[src/rtl/rv_pkg.sv]
// Shared RV32I decode definitions: major opcodes and the immediate-format
// classification used by the decode stage and its immediate generator.
package rv_pkg;

   localparam logic [6:0] OP_LOAD     = 7'h03;
   localparam logic [6:0] OP_STORE    = 7'h23;
   localparam logic [6:0] OP_BRANCH   = 7'h63;
   localparam logic [6:0] OP_JAL      = 7'h6F;
   localparam logic [6:0] OP_JALR     = 7'h67;
   localparam logic [6:0] OP_LUI      = 7'h37;
   localparam logic [6:0] OP_AUIPC    = 7'h17;
   localparam logic [6:0] OP_OP       = 7'h33;
   localparam logic [6:0] OP_OPIMM    = 7'h13;
   localparam logic [6:0] OP_MISC_MEM = 7'h0F;
   localparam logic [6:0] OP_SYSTEM   = 7'h73;

   typedef enum logic [2:0] {
      IMM_I,
      IMM_S,
      IMM_B,
      IMM_U,
      IMM_J,
      IMM_NONE
   } imm_fmt_e;

   function automatic imm_fmt_e imm_fmt_of(input logic [6:0] opcode);
      imm_fmt_e fmt;
      case (opcode)
         OP_LOAD, OP_OPIMM, OP_JALR: fmt = IMM_I;
         OP_STORE:                   fmt = IMM_S;
         OP_BRANCH:                  fmt = IMM_B;
         OP_LUI, OP_AUIPC:           fmt = IMM_U;
         OP_JAL:                     fmt = IMM_J;
         default:                    fmt = IMM_NONE;
      endcase
      return fmt;
   endfunction

endpackage

[src/rtl/imm_gen.sv]
// Combinational RV32I immediate generator: selects the immediate layout from
// the opcode and sign-extends it to XLEN.
module imm_gen
   import rv_pkg::*;
#(
   parameter int XLEN = 32
) (
   input  logic [31:0]     inst,
   output logic [XLEN-1:0] imm
);

   logic [31:0] raw;

   // NOTE: every variable written in a combinational block gets a default first,
   // otherwise an unassigned path infers a latch.
   always_comb begin
      raw = '0;
      case (imm_fmt_of(inst[6:0]))
         IMM_I:   raw = {{20{inst[31]}}, inst[31:20]};
         IMM_S:   raw = {{20{inst[31]}}, inst[31:25], inst[11:7]};
         IMM_B:   raw = {{19{inst[31]}}, inst[31], inst[7], inst[30:25], inst[11:8], 1'b0};
         IMM_U:   raw = {inst[31:12], 12'b0};
         IMM_J:   raw = {{11{inst[31]}}, inst[31], inst[19:12], inst[20], inst[30:21], 1'b0};
         default: raw = '0;
      endcase
   end

   // raw already carries the sign in bit 31; widen it for XLEN > 32.
   assign imm = XLEN'($signed(raw));

endmodule

[src/rtl/id_decode_stage.sv]
// RV32I instruction-decode stage: splits fields, registers the ID/EX bundle,
// inserts load-use bubbles and honours flushes. Optional: ID_ILLEGAL_DETECT_EN.
module id_decode_stage
   import rv_pkg::*;
#(
   parameter int XLEN         = 32,
   parameter int REG_AW       = 5,
   parameter int BUBBLE_CNT_W = 16
) (
   input  logic                    clk,
   input  logic                    rst_n,
   input  logic                    flush,
   input  logic                    in_valid,
   output logic                    in_ready,
   input  logic [31:0]             in_inst,
   input  logic [XLEN-1:0]         in_pc,
   output logic                    out_valid,
   input  logic                    out_ready,
   output logic [XLEN-1:0]         out_pc,
   output logic [REG_AW-1:0]       out_rs1,
   output logic [REG_AW-1:0]       out_rs2,
   output logic [REG_AW-1:0]       out_rd,
   output logic [6:0]              out_opcode,
   output logic [2:0]              out_funct3,
   output logic [6:0]              out_funct7,
   output logic [XLEN-1:0]         out_imm,
   output logic                    out_rs1_used,
   output logic                    out_rs2_used,
   output logic                    out_rd_we,
   output logic                    out_is_load,
`ifdef ID_ILLEGAL_DETECT_EN
   output logic                    out_illegal,
`endif
   output logic [BUBBLE_CNT_W-1:0] bubble_cnt
);

   logic [6:0]        opcode_in;
   logic [2:0]        funct3_in;
   logic [6:0]        funct7_in;
   logic [REG_AW-1:0] rs1_in;
   logic [REG_AW-1:0] rs2_in;
   logic [REG_AW-1:0] rd_in;
   logic [XLEN-1:0]   imm_in;
   logic              rs1_used_raw;
   logic              rs2_used_raw;
   logic              rd_we_raw;
   logic              illegal_in;
   logic              rs1_used_in;
   logic              rs2_used_in;
   logic              rd_we_in;
   logic              is_load_in;

   assign opcode_in = in_inst[6:0];
   assign funct3_in = in_inst[14:12];
   assign funct7_in = in_inst[31:25];
   assign rs1_in    = in_inst[15 +: REG_AW];
   assign rs2_in    = in_inst[20 +: REG_AW];
   assign rd_in     = in_inst[7 +: REG_AW];

   imm_gen #(
      .XLEN (XLEN)
   ) u_imm_gen (
      .inst (in_inst),
      .imm  (imm_in)
   );

   always_comb begin
      rs1_used_raw = 1'b1;
      rs2_used_raw = 1'b0;
      rd_we_raw    = 1'b0;
      case (opcode_in)
         OP_LUI, OP_AUIPC, OP_JAL: rs1_used_raw = 1'b0;
         default:                  rs1_used_raw = 1'b1;
      endcase
      case (opcode_in)
         OP_OP, OP_STORE, OP_BRANCH: rs2_used_raw = 1'b1;
         default:                    rs2_used_raw = 1'b0;
      endcase
      case (opcode_in)
         OP_OP, OP_OPIMM, OP_LOAD, OP_JAL, OP_JALR, OP_LUI, OP_AUIPC: rd_we_raw = (rd_in != '0);
         default:                                                     rd_we_raw = 1'b0;
      endcase
   end

`ifdef ID_ILLEGAL_DETECT_EN
   logic is_shift_imm;

   assign is_shift_imm = (opcode_in == OP_OPIMM) && (funct3_in == 3'b001 || funct3_in == 3'b101);

   always_comb begin
      illegal_in = (in_inst[1:0] != 2'b11);
      case (opcode_in)
         OP_LOAD, OP_STORE, OP_BRANCH, OP_JAL, OP_JALR, OP_LUI, OP_AUIPC,
         OP_OP, OP_OPIMM, OP_MISC_MEM, OP_SYSTEM: ;
         default: illegal_in = 1'b1;
      endcase
      if ((opcode_in == OP_OP || is_shift_imm) && funct7_in != 7'h00 && funct7_in != 7'h20)
         illegal_in = 1'b1;
   end
`else
   assign illegal_in = 1'b0;
`endif

   // An illegal instruction flows down the pipe but must not touch the register file.
   assign rs1_used_in = rs1_used_raw && !illegal_in;
   assign rs2_used_in = rs2_used_raw && !illegal_in;
   assign rd_we_in    = rd_we_raw && !illegal_in;
   assign is_load_in  = (opcode_in == OP_LOAD);

   logic                    valid_q, valid_d;
   logic [BUBBLE_CNT_W-1:0] bubble_cnt_q, bubble_cnt_d;
   logic                    load_en;
   logic [XLEN-1:0]         pc_q;
   logic [REG_AW-1:0]       rs1_q, rs2_q, rd_q;
   logic [6:0]              opcode_q;
   logic [2:0]              funct3_q;
   logic [6:0]              funct7_q;
   logic [XLEN-1:0]         imm_q;
   logic                    rs1_used_q, rs2_used_q, rd_we_q, is_load_q;
   logic                    illegal_q;
   logic                    advance;
   logic                    hazard;

   assign advance = !valid_q || out_ready;
   assign hazard  = valid_q && is_load_q && (rd_q != '0) && in_valid &&
                    ((rs1_used_in && rs1_in == rd_q) || (rs2_used_in && rs2_in == rd_q));
   assign in_ready = rst_n && advance && !hazard && !flush;

   always_comb begin
      valid_d      = valid_q;
      bubble_cnt_d = bubble_cnt_q;
      load_en      = 1'b0;
      if (flush) begin
         valid_d = 1'b0;
      end else if (hazard && advance) begin
         valid_d = 1'b0;
         if (bubble_cnt_q != '1)
            bubble_cnt_d = bubble_cnt_q + BUBBLE_CNT_W'(1);
      end else if (in_valid && in_ready) begin
         valid_d = 1'b1;
         load_en = 1'b1;
      end else if (advance) begin
         valid_d = 1'b0;
      end
   end

   // NOTE: sequential state uses non-blocking assignments so every register
   // samples pre-edge values regardless of statement order.
   always_ff @(posedge clk or negedge rst_n) begin
      if (!rst_n) begin
         valid_q      <= 1'b0;
         bubble_cnt_q <= '0;
      end else begin
         valid_q      <= valid_d;
         bubble_cnt_q <= bubble_cnt_d;
      end
   end

   // NOTE: the bundle registers are reset as well, so the ID/EX boundary
   // presents all-zero data out of reset rather than X.
   always_ff @(posedge clk or negedge rst_n) begin
      if (!rst_n) begin
         pc_q       <= '0;
         rs1_q      <= '0;
         rs2_q      <= '0;
         rd_q       <= '0;
         opcode_q   <= '0;
         funct3_q   <= '0;
         funct7_q   <= '0;
         imm_q      <= '0;
         rs1_used_q <= 1'b0;
         rs2_used_q <= 1'b0;
         rd_we_q    <= 1'b0;
         is_load_q  <= 1'b0;
         illegal_q  <= 1'b0;
      end else if (load_en) begin
         pc_q       <= in_pc;
         rs1_q      <= rs1_in;
         rs2_q      <= rs2_in;
         rd_q       <= rd_in;
         opcode_q   <= opcode_in;
         funct3_q   <= funct3_in;
         funct7_q   <= funct7_in;
         imm_q      <= imm_in;
         rs1_used_q <= rs1_used_in;
         rs2_used_q <= rs2_used_in;
         rd_we_q    <= rd_we_in;
         is_load_q  <= is_load_in;
         illegal_q  <= illegal_in;
      end
   end

   assign out_valid    = valid_q;
   assign out_pc       = pc_q;
   assign out_rs1      = rs1_q;
   assign out_rs2      = rs2_q;
   assign out_rd       = rd_q;
   assign out_opcode   = opcode_q;
   assign out_funct3   = funct3_q;
   assign out_funct7   = funct7_q;
   assign out_imm      = imm_q;
   assign out_rs1_used = rs1_used_q;
   assign out_rs2_used = rs2_used_q;
   assign out_rd_we    = rd_we_q;
   assign out_is_load  = is_load_q;
   assign bubble_cnt   = bubble_cnt_q;

`ifdef ID_ILLEGAL_DETECT_EN
   assign out_illegal = illegal_q;
`else
   logic unused_illegal;
   assign unused_illegal = illegal_q;
`endif

endmodule
[config.mk]
export PLATFORM = sky130hd
export DESIGN_NAME = id_decode_stage
export DESIGN_NICKNAME = d
export VERILOG_FILES = /design/src/rtl/rv_pkg.sv /design/src/rtl/imm_gen.sv /design/src/rtl/id_decode_stage.sv
export SDC_FILE = /design/constraint.sdc
export NUM_CORES = 1
export LEC_CHECK = 0
export BUFFER_PORTS_ARGS = -buffer_cell sky130_fd_sc_hd__buf_2
export CAP_MARGIN = 20
export CORE_AREA = 5 5 153 155
export CTS_BUF_LIST = sky130_fd_sc_hd__clkbuf_4 sky130_fd_sc_hd__clkbuf_8
export DETAILED_ROUTE_END_ITERATION = 16
export DIE_AREA = 0 0 158 160
export GPL_TIMING_DRIVEN = 0
export SETUP_SLACK_MARGIN = 0.2
export SLEW_MARGIN = 20
export SYNTH_ARGS = -nofsm -noshare
export SYNTH_HDL_FRONTEND = slang
export SYNTH_HIERARCHICAL = 1
export SYNTH_SLANG_ARGS = --single-unit
[constraint.sdc]
create_clock -name clk -period 5.55 [get_ports clk]
set_input_delay 0.555 -clock clk [delete_from_list [all_inputs] [get_ports clk]]
set_output_delay 0.555 -clock clk [all_outputs]
set_load 0.005 [all_outputs]
Yosys cells after proc, flatten, opt, wreduce, memory -nomap -nowiden
Index checks and enable logic that the tools add are counted.

Multiplexer cells: 12. Reductions and logical operators: 26. Bitwise gates (word level): 1. $add $sub $neg: 1. Eq/ne operators: 16.

Operator list (number): one-hot mux 32 bit (5 select lines) (1); == test 7 x 6 -> 1 bit, second input constant (3); == test 7 bit, second input constant (3); adder 16 x 1 -> 16 bit, second input constant (1); != test 16 bit, second input constant (1); one-hot mux 3 bit (5 select lines) (1); == test 7 x 5 -> 1 bit, second input constant (2); logical AND 1 bit (11); == test 5 bit (2); two-way mux 1 bit (10); nonzero test 5 bit (2); OR reduction 3 bit (3); == test 7 x 2 -> 1 bit, second input constant (1); OR reduction 7 bit (1); == test 3 x 2 -> 1 bit, second input constant (2); nonzero test 4 bit (1); == test 3 x 1 -> 1 bit, second input constant (1); == test 3 bit, second input constant (1); zero test 1 bit (3); zero test 3 bit (1); AND reduction 3 bit (1); logical OR 1 bit (2); OR reduction 2 bit (1); NOT 1 bit (1).

Register bits: 117.

Longest topological paths before layout
Gate-level depths: netlist of the first run.

Depth after elaboration: 13. Depth in mapped cells: 9.

Modules after synthesis
The synthesis of the first run kept the hierarchy.

Modules (own cells, without submodules): id_decode_stage (cells each 315, sequential area each 2927.8 sq um, area an instance 4813.4 sq um, times used 1); imm_gen (cells each 86, sequential area each 0.0 sq um, area an instance 549.3 sq um, times used 1).

Worst setup path after synthesis of the first run
OpenSTA, ideal clock, no wires.

Path kind: in2reg. Start point: input port in_inst[3]. End point: register rd_q[2] (netlist: out_rd[2]). Buffers on the path: 2. Library setup time: 128 ps. Path slack: 3372 ps. Stages on the path: 8. Arrival: 2050 ps. Cells stage by stage: and4b_1 o2111ai_1 nand4_1 and2_1 o21ai_2 buf_8 buf_6 mux2_1.

Cells in the longest elaborated chain, start to end: 13. Elaborated cells on any way between the ends: 22.

RTL lines: start, declared (RTL line id_decode_stage.sv:15) `input logic [31:0] in_inst,`; == test 7 x 6 -> 1 bit, or another cell as far along (RTL line id_decode_stage.sv:71) `case (opcode_in)`; OR reduction 3 bit, on equally long branches (RTL line id_decode_stage.sv:71, id_decode_stage.sv:75); two-way mux 1 bit, on equally long branches (RTL line id_decode_stage.sv:71, id_decode_stage.sv:75); logical AND 1 bit (RTL line id_decode_stage.sv:126) `((rs1_used_in && rs1_in == rd_q) || (rs2_used_in && rs2_in == rd_q));`; logical OR 1 bit (*) (RTL line id_decode_stage.sv:126); logical AND 1 bit (*) (RTL line id_decode_stage.sv:125) `assign hazard = valid_q && is_load_q && (rd_q != '0) && in_valid &&`; zero test 1 bit (RTL line id_decode_stage.sv:127) `assign in_ready = rst_n && advance && !hazard && !flush;`; logical AND 1 bit (2 in a row) (RTL line id_decode_stage.sv:127); logical AND 1 bit (RTL line id_decode_stage.sv:139) `end else if (in_valid && in_ready) begin`; two-way mux 1 bit (RTL line id_decode_stage.sv:139); two-way mux 1 bit (*) (RTL line id_decode_stage.sv:135) `end else if (hazard && advance) begin`; two-way mux 1 bit (*) (RTL line id_decode_stage.sv:133) `if (flush) begin`; end signal, assigned (RTL line id_decode_stage.sv:180) `rd_q <= rd_in;`; end, declared (RTL line id_decode_stage.sv:114) `logic [REG_AW-1:0] rs1_q, rs2_q, rd_q;`.

Mark *: on every way between the ends. The rest lies on a longest branch, timed or not. A chain may end at the register's enable or synchronous reset.

Worst setup path after layout of the first run
Start point: input port in_inst[5]. End point: output port in_ready.

Cells in the longest elaborated chain, start to end: 9. Elaborated cells on any way between the ends: 17.

RTL lines: == test 7 x 6 -> 1 bit, or another cell as far along (RTL line id_decode_stage.sv:71); OR reduction 3 bit, on equally long branches (RTL line id_decode_stage.sv:71, id_decode_stage.sv:75); two-way mux 1 bit, on equally long branches (RTL line id_decode_stage.sv:71, id_decode_stage.sv:75); logical AND 1 bit (RTL line id_decode_stage.sv:126); logical OR 1 bit (*) (RTL line id_decode_stage.sv:126); logical AND 1 bit (*) (RTL line id_decode_stage.sv:125); zero test 1 bit (*) (RTL line id_decode_stage.sv:127); logical AND 1 bit (*) (2 in a row) (RTL line id_decode_stage.sv:127); end, declared (RTL line id_decode_stage.sv:14) `output logic in_ready,`.

Marked as above.

==> qor.yml, run 1 <==
power_and_ir_drop:
  peakVddDrop_v: 0.000138
  p_per_area_mw_per_mm2: 303
  p_leak_nw: 3.71
  total_power_mw: 2.15
route:
  antenna_left: 0
  drc: 0
  avgViaCountPerCell: 4.38
  firstDrtPassIters: 7
  wl_um: 15800
  wire_per_inst_um: 17.6
  first_iter_violations: 229
  via_count: 3945
yosys:
  synth_nets: 471
  seq_area_frac_synth_pct: 54.6
  ys_types: 54
  yosys-top-cells-area: "dfrtp_1, mux2_1, xnor2_1"
  syn_inst: 401
  synth_flop_cell: "dfrtp_1"
  synth_top_cell_by_area: "dfrtp_1"
  synth.top_cell.area_share_pct: 54.6
  synthTopCellsByCount: "dfrtp_1, mux2_1, a21o_1"
  syn_avg_cell_area_um2: 13.4
  synth-edff-count: 0
  async_flop_share_pct: 100
  synth.cell_area_mm2: 0.00536
  synth_seq_cells: 117
  synth_warnings: 6
  yosysMostFrequentCell: "dfrtp_1"
cells_and_area:
  drive_gt1_share_pct: 39.1
  num_antenna_cells: 0
  area_growth_pct: 32.0
  fin_util_pct: 32.6
  nNetsFinal: 678
timing:
  tightest_slew_ns: 0.545
  slew_viol_final: 0
  fin_setup_tns_ns: 0
  fmax_ghz: 0.353
  finClkSkew_ns: 0.00871
  hold_slack_ns: 0.316
  period_minus_slack_ns: 2.83
  hold_viol: 0
  setup_viol: 0
  maxSlewHeadroom_pct: 63.7
  rsz0062_at_grt: "no"
  min_period_over_period_pct: 51.1
placement:
  place_hpwl_um: 11800
  port_buffers: 186
  gp_congestion: 0.763
worst_setup_path:
  cp-startpoint: "in_inst[5]"
  startpoint_type: "primary input"
  worstPathCellList: "buf_2 -> a21bo_1 -> nor4_1 -> nand4_1 -> and2_1 -> o2111a_1 -> buf_2"
  arrival_ns: 2.28
  criticalPathCategory: "primary input to output port"
  max_stage_delay_ns: 0.40
  r2r-start: "bubble_cnt[0]"
  critPathSlowestCell: "nor4_1"
  cp-end-kind: "output port"
  reg2reg_slack_ns: 3.09
  path_common_cell: "buf_2"
  crit_required_ns: 4.99
  crit_fanout: 14
clock_tree:
  cts_max_path_buffers: 2
  cts_buffers: 17
  clk_transition_reported_paths_ns: 0.08
  cts-hold-fix-buffers: 1
  cts_htree_levels: 4
  ctsRootBufferMaster: "clkbuf_8"
  cts_tree: "built"
  clock_sinks: 117
  post_cts_resized: 0
  cts_setup_buffers: 0
  clk_latency_ns: 0.43
run_status:
  status: "complete, no violations"
floorplanning:
  die_w_um: 158
  io_pins: 187
  floorplan.rows: 54
  floorplan.initialDensity_pct: 24.7
  die_y_um: 160
  core_area_mm2: 0.0217
  dieArea_mm2: 0.0253
grt:
  grt.overflow.total: 0
  grt_max_degree: 83
  grt_pass1_vias: 4235
  grt_usage_pct: 12.9
  antenna_found_initial: 0
  grt_pass1_wl_um: 24900
run:
  maxCapViolCount: 0
worst_hold_path:
  hold_path_class: "primary input to register"
  min_from: "flush"
## flip-flops by register name, indices dropped and copies added, names as in the netlist
name	count
out_rd_we	1
out_rs1	5
out_funct3	3
out_rs2	5
bubble_cnt	16
out_rs2_used	1
out_opcode	7
out_imm	32
out_rs1_used	1
out_is_load	1
out_rd	5
out_funct7	7
out_valid	1
out_pc	32
## per-stage QoR
| step | setup slack, ns | std cells | area [um^2] |
|---|---|---|---|
| finish | 2.72 | 901 | 7080 |
| global placement | 1.51 | 867 | 6640 |
| detailed placement | 2.53 | 868 | 6680 |
| CTS | 2.70 | 901 | 7080 |
| global route | 2.58 | 901 | 7080 |
| floorplan | 3.37 | 401 | 5360 |
## path summary, 6_finish.rpt
check | endpoint | depth (start not counted)
max in group asynchronous | out_pc[15] | 3
min reg2reg | bubble_cnt[8] | 1
min in group asynchronous | out_pc[24] | 2
max | in_ready | 7
max reg2reg | bubble_cnt[12] | 9
min | out_valid | 2
## layout make-up
cell class	instances	area, um^2
fillers	2211	14600
flip-flops and latches	117	2930
multi-input cells	261	2220
repair buffers	188	978
well taps	280	350
clock buffers	22	284
plain buffers	21	205
clock inverters	10	105
inverters	2	7.51
## worst max-delay path, delay by kind of cell
family,cells,cell delay (ns)
compound gates,2,0.47
buf+inv,2,0.37
simple gates,3,0.88
## cell families after synthesis
group           synth area share (%)
xor+xnor                        4.08
buf+inv                         3.97
fa+ha+maj                      0.233
simple gates                    8.84
mux                             21.4
flops                           54.6
compound gates                  6.88
## power breakdown
| part | total, mW | internal, mW | switching [mW] |
|---|---|---|---|
| Clock | 0.793 | 0.433 | 0.360 |
| Sequential | 1.01 | 0.957 | 0.0580 |
| Combinational | 0.338 | 0.178 | 0.160 |
| Total | 2.15 | 1.57 | 0.579 |
## placed cells by master, fill, tap and decap left out, drive strengths merged, types with 2 or more instances in the layout
cell      Yosys  final
buf          18    205
dfrtp       117    117
mux2        101    101
clkbuf        3     25
a21o         20     20
xnor2        18     18
nor2         13     13
nand2        12     12
and2         10     10
and3          9      9
nand3         8      8
xor2          7      7
clkinv        0      6
o21ai         6      6
nand4         5      5
a21oi         5      5
nor4          4      4
nor3          4      4
a22oi         4      4
nand2b        3      3
or4           3      3
nor3b         2      2
o2111ai       2      2
inv           2      2
and4          2      2
a211oi        2      2
clkinvlp      0      2
bufinv        0      2
nand3b        2      2
or2           2      2
## per-layer routing
layer  track usage (%)  up-vias  wire length, um
met5                 0        -                0
met1              16.2     1978             6890
met3              4.17        6              898
met4              3.61        0              137
met2              21.2       97             7890
li1                  -     1864                -
Note: power is estimated with default switching activity, not from simulation.
==> run 2, diff against run 1 <==
==> constraint.sdc (replaced) <==
create_clock -name clk -period 2.8 [get_ports clk]
set_input_delay 0.28 -clock clk [delete_from_list [all_inputs] [get_ports clk]]
set_output_delay 0.28 -clock clk [all_outputs]
set_load 0.005 [all_outputs]
==> run 2 against run 1 <==
  * Hold slack lost 0.28 ns
  * Final cell count unchanged
  * Routed wire length about the same
  * Combinational power increased by 98%
  * Highest routed layer unchanged
  * Critical path type is now register to register
  * Global-route usage is the same
  * Largest power group unchanged
==> qor.yml, run 2 (synthesized netlist as in run 1, its figures left out) <==
run_status:
  status: "complete, no violations"  # unchanged
power_and_ir_drop:
  pwr-share-seq_pct: 47.3  # about the same
  sw_frac_of_total_pct: 27.0  # about the same
  p_clk_share_pct: 36.9  # was 37.0%
  internal-power_mw: 3.11  # was 1.57 mW
  combPwrFrac_pct: 15.8  # about the same
  total_power_mw: 4.25  # was 2.15 mW
  p_per_area_mw_per_mm2: 600  # was 303 mW/mm^2
  p_leak_nw: 3.71  # about the same
  peakVddDrop_v: 0.000274  # was 0.000138 V
  p_switching_mw: 1.15  # was 579 uW
grt:
  grt_pass1_wl_um: 24900  # unchanged
  antenna_found_initial: 0  # unchanged
  grt_usage_pct: 12.9  # unchanged
  grt.overflow.total: 0  # unchanged
  grt_max_degree: 83  # unchanged
  grt_pass1_vias: 4235  # unchanged
worst_setup_path:
  crit_required_ns: 3.12  # was 4.99 ns
  startpoint_type: "register"  # was primary input
  criticalPathCategory: "register to register"  # was primary input to output port
  arrival_ns: 2.71  # was 2.28 ns
  cp-end-kind: "register"  # was output port
  crit_fanout: 10  # was 14
cells_and_area:
  fill_cells: 2209  # was 2211
  area_growth_pct: 32.2  # was 32.0%
  num_antenna_cells: 0  # unchanged
  final_common_cell: "buf_2"  # unchanged
  nNetsFinal: 678  # unchanged
  multi_input_area_mm2: 0.00223  # was 0.00222 mm^2
  regArea_mm2: 0.00293  # unchanged
  drive_gt1_share_pct: 39.1  # unchanged
  layout_common_cells: "buf_2, dfrtp_1, mux2_1"  # unchanged
clock_tree:
  ctsRootBufferMaster: "clkbuf_8"  # unchanged
  clock_sinks: 117  # unchanged
  cts_tree: "built"  # unchanged
  clk_transition_reported_paths_ns: 0.08  # about the same
  cts_buffers: 17  # unchanged
  cts_htree_levels: 4  # unchanged
  cts_max_path_buffers: 2  # unchanged
  clk_latency_ns: 0.43  # about the same
route:
  wl_um: 15800  # about the same
  firstDrtPassIters: 6  # was 7
  wire_per_inst_um: 17.6  # about the same
  drc: 0  # unchanged
  antenna_left: 0  # unchanged
  first_iter_violations: 232  # was 229
  avgViaCountPerCell: 4.38  # about the same
  via_count: 3942  # was 3945
worst_hold_path:
  hold_path_class: "primary input to register"  # unchanged
timing:
  fmax_ghz: 0.420
  slew_viol_final: 0  # unchanged
  tightest_slew_ns: 0.545  # about the same
  min_period_over_period_pct: 85.1
  maxSlewHeadroom_pct: 63.7  # about the same
  finClkSkew_ns: 0.00887  # was 0.00871 ns
  setup_viol: 0  # unchanged
  rsz0062_at_grt: "no"  # unchanged
  fin_setup_tns_ns: 0  # unchanged
  period_minus_slack_ns: 2.38
  hold_viol: 0  # unchanged
floorplanning:
  die_w_um: 158  # unchanged
  floorplan.rows: 54  # unchanged
  core_area_mm2: 0.0217  # unchanged
  io_pins: 187  # unchanged
  die_y_um: 160  # unchanged
  dieArea_mm2: 0.0253  # unchanged
  floorplan.initialDensity_pct: 24.7  # unchanged
placement:
  gp_congestion: 0.763  # unchanged
  port_buffers: 186  # unchanged
  place_hpwl_um: 11800  # unchanged
run:
  maxCapViolCount: 0  # unchanged
==> run 2: worst paths after layout <==
kind,cells after the start,endpoint,slack (ns),start
worst max-delay path,9,bubble_cnt[12],0.42,bubble_cnt[0]
worst min-delay path,2,out_valid,0.04,flush
worst max register to register,9,bubble_cnt[12],0.42,bubble_cnt[0]
worst min register to register,1,bubble_cnt[8],0.48,bubble_cnt[8]
max in group asynchronous,3,out_pc[15],1.77,rst_n
min in group asynchronous,2,out_pc[24],0.31,rst_n
==> run 2: area by class of cell <==
cell class,count,area share [%]
clock inverters,10,1.48
well taps,280,4.94
inverters,2,0.106
repair buffers,188,13.8
multi-input cells,261,31.5
plain buffers,21,2.89
flip-flops and latches,117,41.3
clock buffers,22,4.01
==> run 2: power groups by stage <==
| stage | clock network [mW] | logic, mW | registers, mW |
|---|---|---|---|
| after global routing | 1.74 | 0.751 | 2.04 |
| after floorplan | 0 | 0.260 | 2.06 |
| after detailed placement | 0 | 0.691 | 2.05 |
| after global placement | 0 | 0.672 | 2.04 |
| after CTS | 1.66 | 0.694 | 2.02 |
| final | 1.57 | 0.670 | 2.01 |
==> run 2: critical path, stage by stage, from the launching register on <==
cell and delay, ns:
dfrtp_1 0.42, ha_1 0.22, and3_1 0.19, and3_1 0.17
clkbuf_1 0.17, a41o_1 0.31, a21oi_4 0.23, buf_2 0.29
nand3_1 0.12, xnor2_1 0.14
==> run 2: routing by layer <==
layer	global-route usage, %	up-vias	part of all wire [%]
met2	21.2	95	50
met1	16.2	1977	44
met5	0	-	0
met3	4.17	6	5.6
met4	3.61	0	0.87
li1	-	1864	-
==> run 2: through the flow <==
stage	cells	area [um^2]	hold WS, ns	util (%)	setup WS, ns
finish	901	7090	0.0408	32.7	0.417
global route	901	7090	0.00458	32.7	0.248
CTS	901	7080	0.00607	32.6	0.330
detailed placement	868	6680	0.178	30.8	0.0536
global placement	867	6640	0.468	30.6	-0.967
floorplan	401	5360	-0.0156	-	0.669
==> run 2: what timing repair did <==
action	in CTS	in global routing
endpoints found under the hold margin	37	0
resized for setup	0	1
hold buffers	1	0
setup buffers	0	0
endpoints found under the setup margin	0	8
==> run 3, diff against run 2 <==
--- a/config.mk
+++ b/config.mk
@@ -5,12 +5,13 @@
 export SDC_FILE = /design/constraint.sdc
 export NUM_CORES = 1
 export LEC_CHECK = 0
+export ABC_AREA = 1
 export BUFFER_PORTS_ARGS = -buffer_cell sky130_fd_sc_hd__buf_2
 export CAP_MARGIN = 20
-export CORE_AREA = 5 5 153 155
+export CORE_AREA = 5 5 167 169
 export CTS_BUF_LIST = sky130_fd_sc_hd__clkbuf_4 sky130_fd_sc_hd__clkbuf_8
 export DETAILED_ROUTE_END_ITERATION = 16
-export DIE_AREA = 0 0 158 160
+export DIE_AREA = 0 0 172 174
 export GPL_TIMING_DRIVEN = 0
 export SETUP_SLACK_MARGIN = 0.2
 export SLEW_MARGIN = 20
==> run 3 against run 2 <==
  * Via count up 64%
  * Non-clock buffer count grew 41
  * Final cell count rose by 55%
  * First-iteration DRC count grew to 2.6 times the previous value
  * Count of clock-buffer cells in the layout unchanged
  * Flip-flop and latch count did not move
  * Die area is 18% higher
  * Combinational power up 11%
  * Total power up 6.5%
  * Hold slack better by 0.039 ns
  * Critical path depth decreased by 2
==> qor.yml, run 3 <==
run_status:
  status: "complete, no violations"  # unchanged
yosys:
  synth_nets: 903  # was 471
  yosysMostFrequentCell: "nand2_1"  # was dfrtp_1
  synth.cell_area_mm2: 0.00641  # was 0.00536 mm^2
  syn_avg_cell_area_um2: 7.70  # was 13.4 um^2
  synth.top_cell.area_share_pct: 45.7  # was 54.6%
  synth_top_cell_by_area: "dfrtp_1"  # unchanged
  synthTopCellsByCount: "nand2_1, dfrtp_1, nand4_1"  # was dfrtp_1, mux2_1, a21o_1
  synth-edff-count: 0  # unchanged
  synth_seq_cells: 117  # unchanged
  yosys-top-cells-area: "dfrtp_1, nand2_1, nand4_1"  # was dfrtp_1, mux2_1, xnor2_1
  ys_types: 30  # was 54
  seq_area_frac_synth_pct: 45.7  # was 54.6%
  synth_flop_cell: "dfrtp_1"  # unchanged
  synth_warnings: 6  # unchanged
  syn_inst: 833  # was 401
  async_flop_share_pct: 100  # unchanged
timing:
  fmax_ghz: 0.418  # was 0.420 GHz
  min_period_over_period_pct: 85.5  # was 85.1%
  rsz0062_at_grt: "no"  # unchanged
  fin_setup_tns_ns: 0  # unchanged
  setup_viol: 0  # unchanged
  slew_viol_final: 0  # unchanged
  tightest_slew_ns: 0.790  # was 0.545 ns
  hold_viol: 0  # unchanged
  finClkSkew_ns: 0.0181  # was 0.00887 ns
  maxSlewHeadroom_pct: 47.3  # was 63.7%
  period_minus_slack_ns: 2.39  # was 2.38 ns
power_and_ir_drop:
  p_leak_nw: 4.77  # was 3.71 nW
  peakVddDrop_v: 0.000282  # was 0.000274 V
  p_clk_share_pct: 40.1  # was 36.9%
  combPwrFrac_pct: 16.3  # was 15.8%
  p_per_area_mw_per_mm2: 542  # was 600 mW/mm^2
  total_power_mw: 4.53  # was 4.25 mW
  pwr-share-seq_pct: 43.6  # was 47.3%
  internal-power_mw: 3.25  # was 3.11 mW
  sw_frac_of_total_pct: 28.3  # was 27.0%
  p_switching_mw: 1.28  # was 1.15 mW
worst_setup_path:
  timing.critical_path.buf_inv: 5  # was 2
  criticalPathCategory: "primary input to output port"  # was register to register
  crit_fanout: 10  # unchanged
  worstPathCellList: "dlygate4sd3_1 -> buf_6 -> buf_16 -> and3b_1 -> clkbuf_2 -> a21boi_0 -> buf_2"  # was ha_1 -> and3_1 -> and3_1 -> clkbuf_1 -> a41o_1 -> a21oi_4 -> buf_2 -> nand3_1 -> xnor2_1
  startpoint_type: "primary input"  # was register
  crit_required_ns: 2.52  # was 3.12 ns
  cp-end-kind: "output port"  # was register
  max_stage_delay_ns: 0.54  # was 0.42 ns
  critPathSlowestCell: "dlygate4sd3_1"  # was dfrtp_1
  critPathTopFamily: "buffers and inverters"  # was compound AO/OA/AOI/OAI gates
  arrival_ns: 2.11  # was 2.71 ns
route:
  antenna_left: 0  # unchanged
  wl_um: 23100  # was 15800 um
  via_count: 6482  # was 3942
  first_iter_violations: 601  # was 232
  drc: 0  # unchanged
  avgViaCountPerCell: 4.64  # was 4.38
  wire_per_inst_um: 16.5  # was 17.6 um
  firstDrtPassIters: 5  # was 6
cells_and_area:
  design_area_mm2: 0.00836  # was 0.00709 mm^2
  nNetsFinal: 1114  # was 678
  final_common_cell: "nand2_1"  # was buf_2
  drive_gt1_share_pct: 28.5  # was 39.1%
  fin_util_pct: 31.6  # was 32.7%
  layout_common_cells: "nand2_1, buf_2, nand4_1, dfrtp_1, nand3_1"  # was buf_2, dfrtp_1, mux2_1
  area_growth_pct: 30.4  # was 32.2%
  fill_cells: 2884  # was 2209
floorplanning:
  core_area_mm2: 0.0264  # was 0.0217 mm^2
  floorplan.initialDensity_pct: 24.3  # was 24.7%
  die_w_um: 172  # was 158 um
  io_pins: 187  # unchanged
  dieArea_mm2: 0.0299  # was 0.0253 mm^2
  floorplan.rows: 60  # was 54
  die_y_um: 174  # was 160 um
placement:
  port_buffers: 186  # unchanged
  gp_congestion: 0.905  # was 0.763
  place_hpwl_um: 17500  # was 11800 um
  placed_area_mm2: 0.00780  # was 0.00668 mm^2
grt:
  grt_pass1_wl_um: 35900  # was 24900 um
  grt_usage_pct: 15.4  # was 12.9%
  grt.overflow.total: 0  # unchanged
  met3_usage_pct: 4.23  # was 4.17%
  antenna_found_initial: 2  # was 0
  grt_use_met2_pct: 25.1  # was 21.2%
  use_met1_pct: 20.4  # was 16.2%
  grt_pass1_vias: 6318  # was 4235
  grt_max_degree: 61  # was 83
  busiest_layer: "met2"  # unchanged
clock_tree:
  ctsRootBufferMaster: "clkbuf_8"  # unchanged
  clk_transition_reported_paths_ns: 0.07  # was 0.08 ns
  clock_sinks: 117  # unchanged
  cts_htree_levels: 4  # unchanged
  cts_buffers: 17  # unchanged
  cts_tree: "built"  # unchanged
  cts_max_path_buffers: 2  # unchanged
  cts_setup_buffers: 0  # unchanged
  clk_latency_ns: 0.44  # was 0.43 ns
worst_hold_path:
  hold_path_class: "primary input to register"  # unchanged
run:
  maxCapViolCount: 0  # unchanged
[run 3: changes by cell type after synthesis, moves of 12 or more]
cell and change:
nand3_2 +20, nor2_1 +27, a21o_1 -20, mux2_1 -100, clkbuf_1 +12, nand3_1 +43
inv_1 +41, nand4_1 +112, buf_4 +14, nand2_1 +316
[run 3: final timing paths]
path	start	to	slack [ns]	cells past startpoint
min in group asynchronous	rst_n	out_pc[12]	0.49	4
worst max register to register	bubble_cnt[0]	bubble_cnt[8]	0.84	10
worst min-delay path	flush	out_valid	0.08	2
max in group asynchronous	rst_n	out_imm[7]	1.37	5
worst min register to register	out_opcode[5]	out_opcode[5]	0.47	2
worst max-delay path	rst_n	in_ready	0.41	7
[run 3: repair_timing]
action | in CTS | in global routing
hold buffers | 5 | 0
endpoints found under the hold margin | 57 | 0
setup endpoints to repair | 1 | 0
resized for setup | 1 | 0
[run 3: layout make-up]
class / instances / area [um^2] / area share (%)
multi-input combinational: 610 / 2980 / 35.7
sequential: 117 / 2930 / 35.0
timing repair buffer: 192 / 1070 / 12.8
tap: 341 / 427 / 5.10
buffer: 58 / 324 / 3.88
clock buffer: 22 / 303 / 3.62
inverter: 48 / 180 / 2.16
clock inverter: 9 / 148 / 1.77
antenna: 1 / 2.50 / 0.0299
[run 3: cell families after synthesis]
group                    count (synthesis)  share of synthesized area (%)
AND/OR/NAND/NOR                        587                           43.5
adder cells (fa/ha/maj)                  1                          0.195
AO/OA/AOI/OAI                            5                          0.488
XOR/XNOR                                17                           2.32
buffers and inverters                  106                           7.85
flip-flops                             117                           45.7
[run 3: metrics by stage]
| stage | hold slack [ns] | std cells | worst slack, ns |
|---|---|---|---|
| 2_1_floorplan | -0.0156 | 833 | 1.14 |
| 3_3_place_gp | 0.451 | 1360 | -1.54 |
| 3_5_place_dp | 0.286 | 1361 | -0.138 |
| 4_1_cts | 0.0362 | 1397 | 0.380 |
| 5_1_grt | 0.0403 | 1397 | 0.328 |
| 6_report | 0.0799 | 1398 | 0.407 |
[run 3: power by group through the flow]
| stage | combinational (mW) | sequential [mW] | clock, mW |
|---|---|---|---|
| 3_5_place_dp | 0.739 | 2.01 | 0 |
| 6_report | 0.741 | 1.97 | 1.82 |
| 3_3_place_gp | 0.724 | 2.00 | 0 |
| 5_1_grt | 0.837 | 2.00 | 1.96 |
| 2_1_floorplan | 0.289 | 2.02 | 0 |
| 4_1_cts | 0.758 | 1.98 | 1.89 |
[run 3: worst register-to-register path, delay by kind of cell, from the launching register on]
kind,cells,cell delay (ns)
adders and majority gates,1,0.23
and+or+nand+nor,8,1.05
buffers and inverters,1,0.20
DFF,1,0.41
[run 3: layer usage]
layer	vias to the layer above	wire length, um	share of wire (%)
met5	-	21	0.091
met4	4	327	1.4
met3	27	1680	7.2
met2	219	10900	47
met1	3053	10200	44
li1	3179	-	-
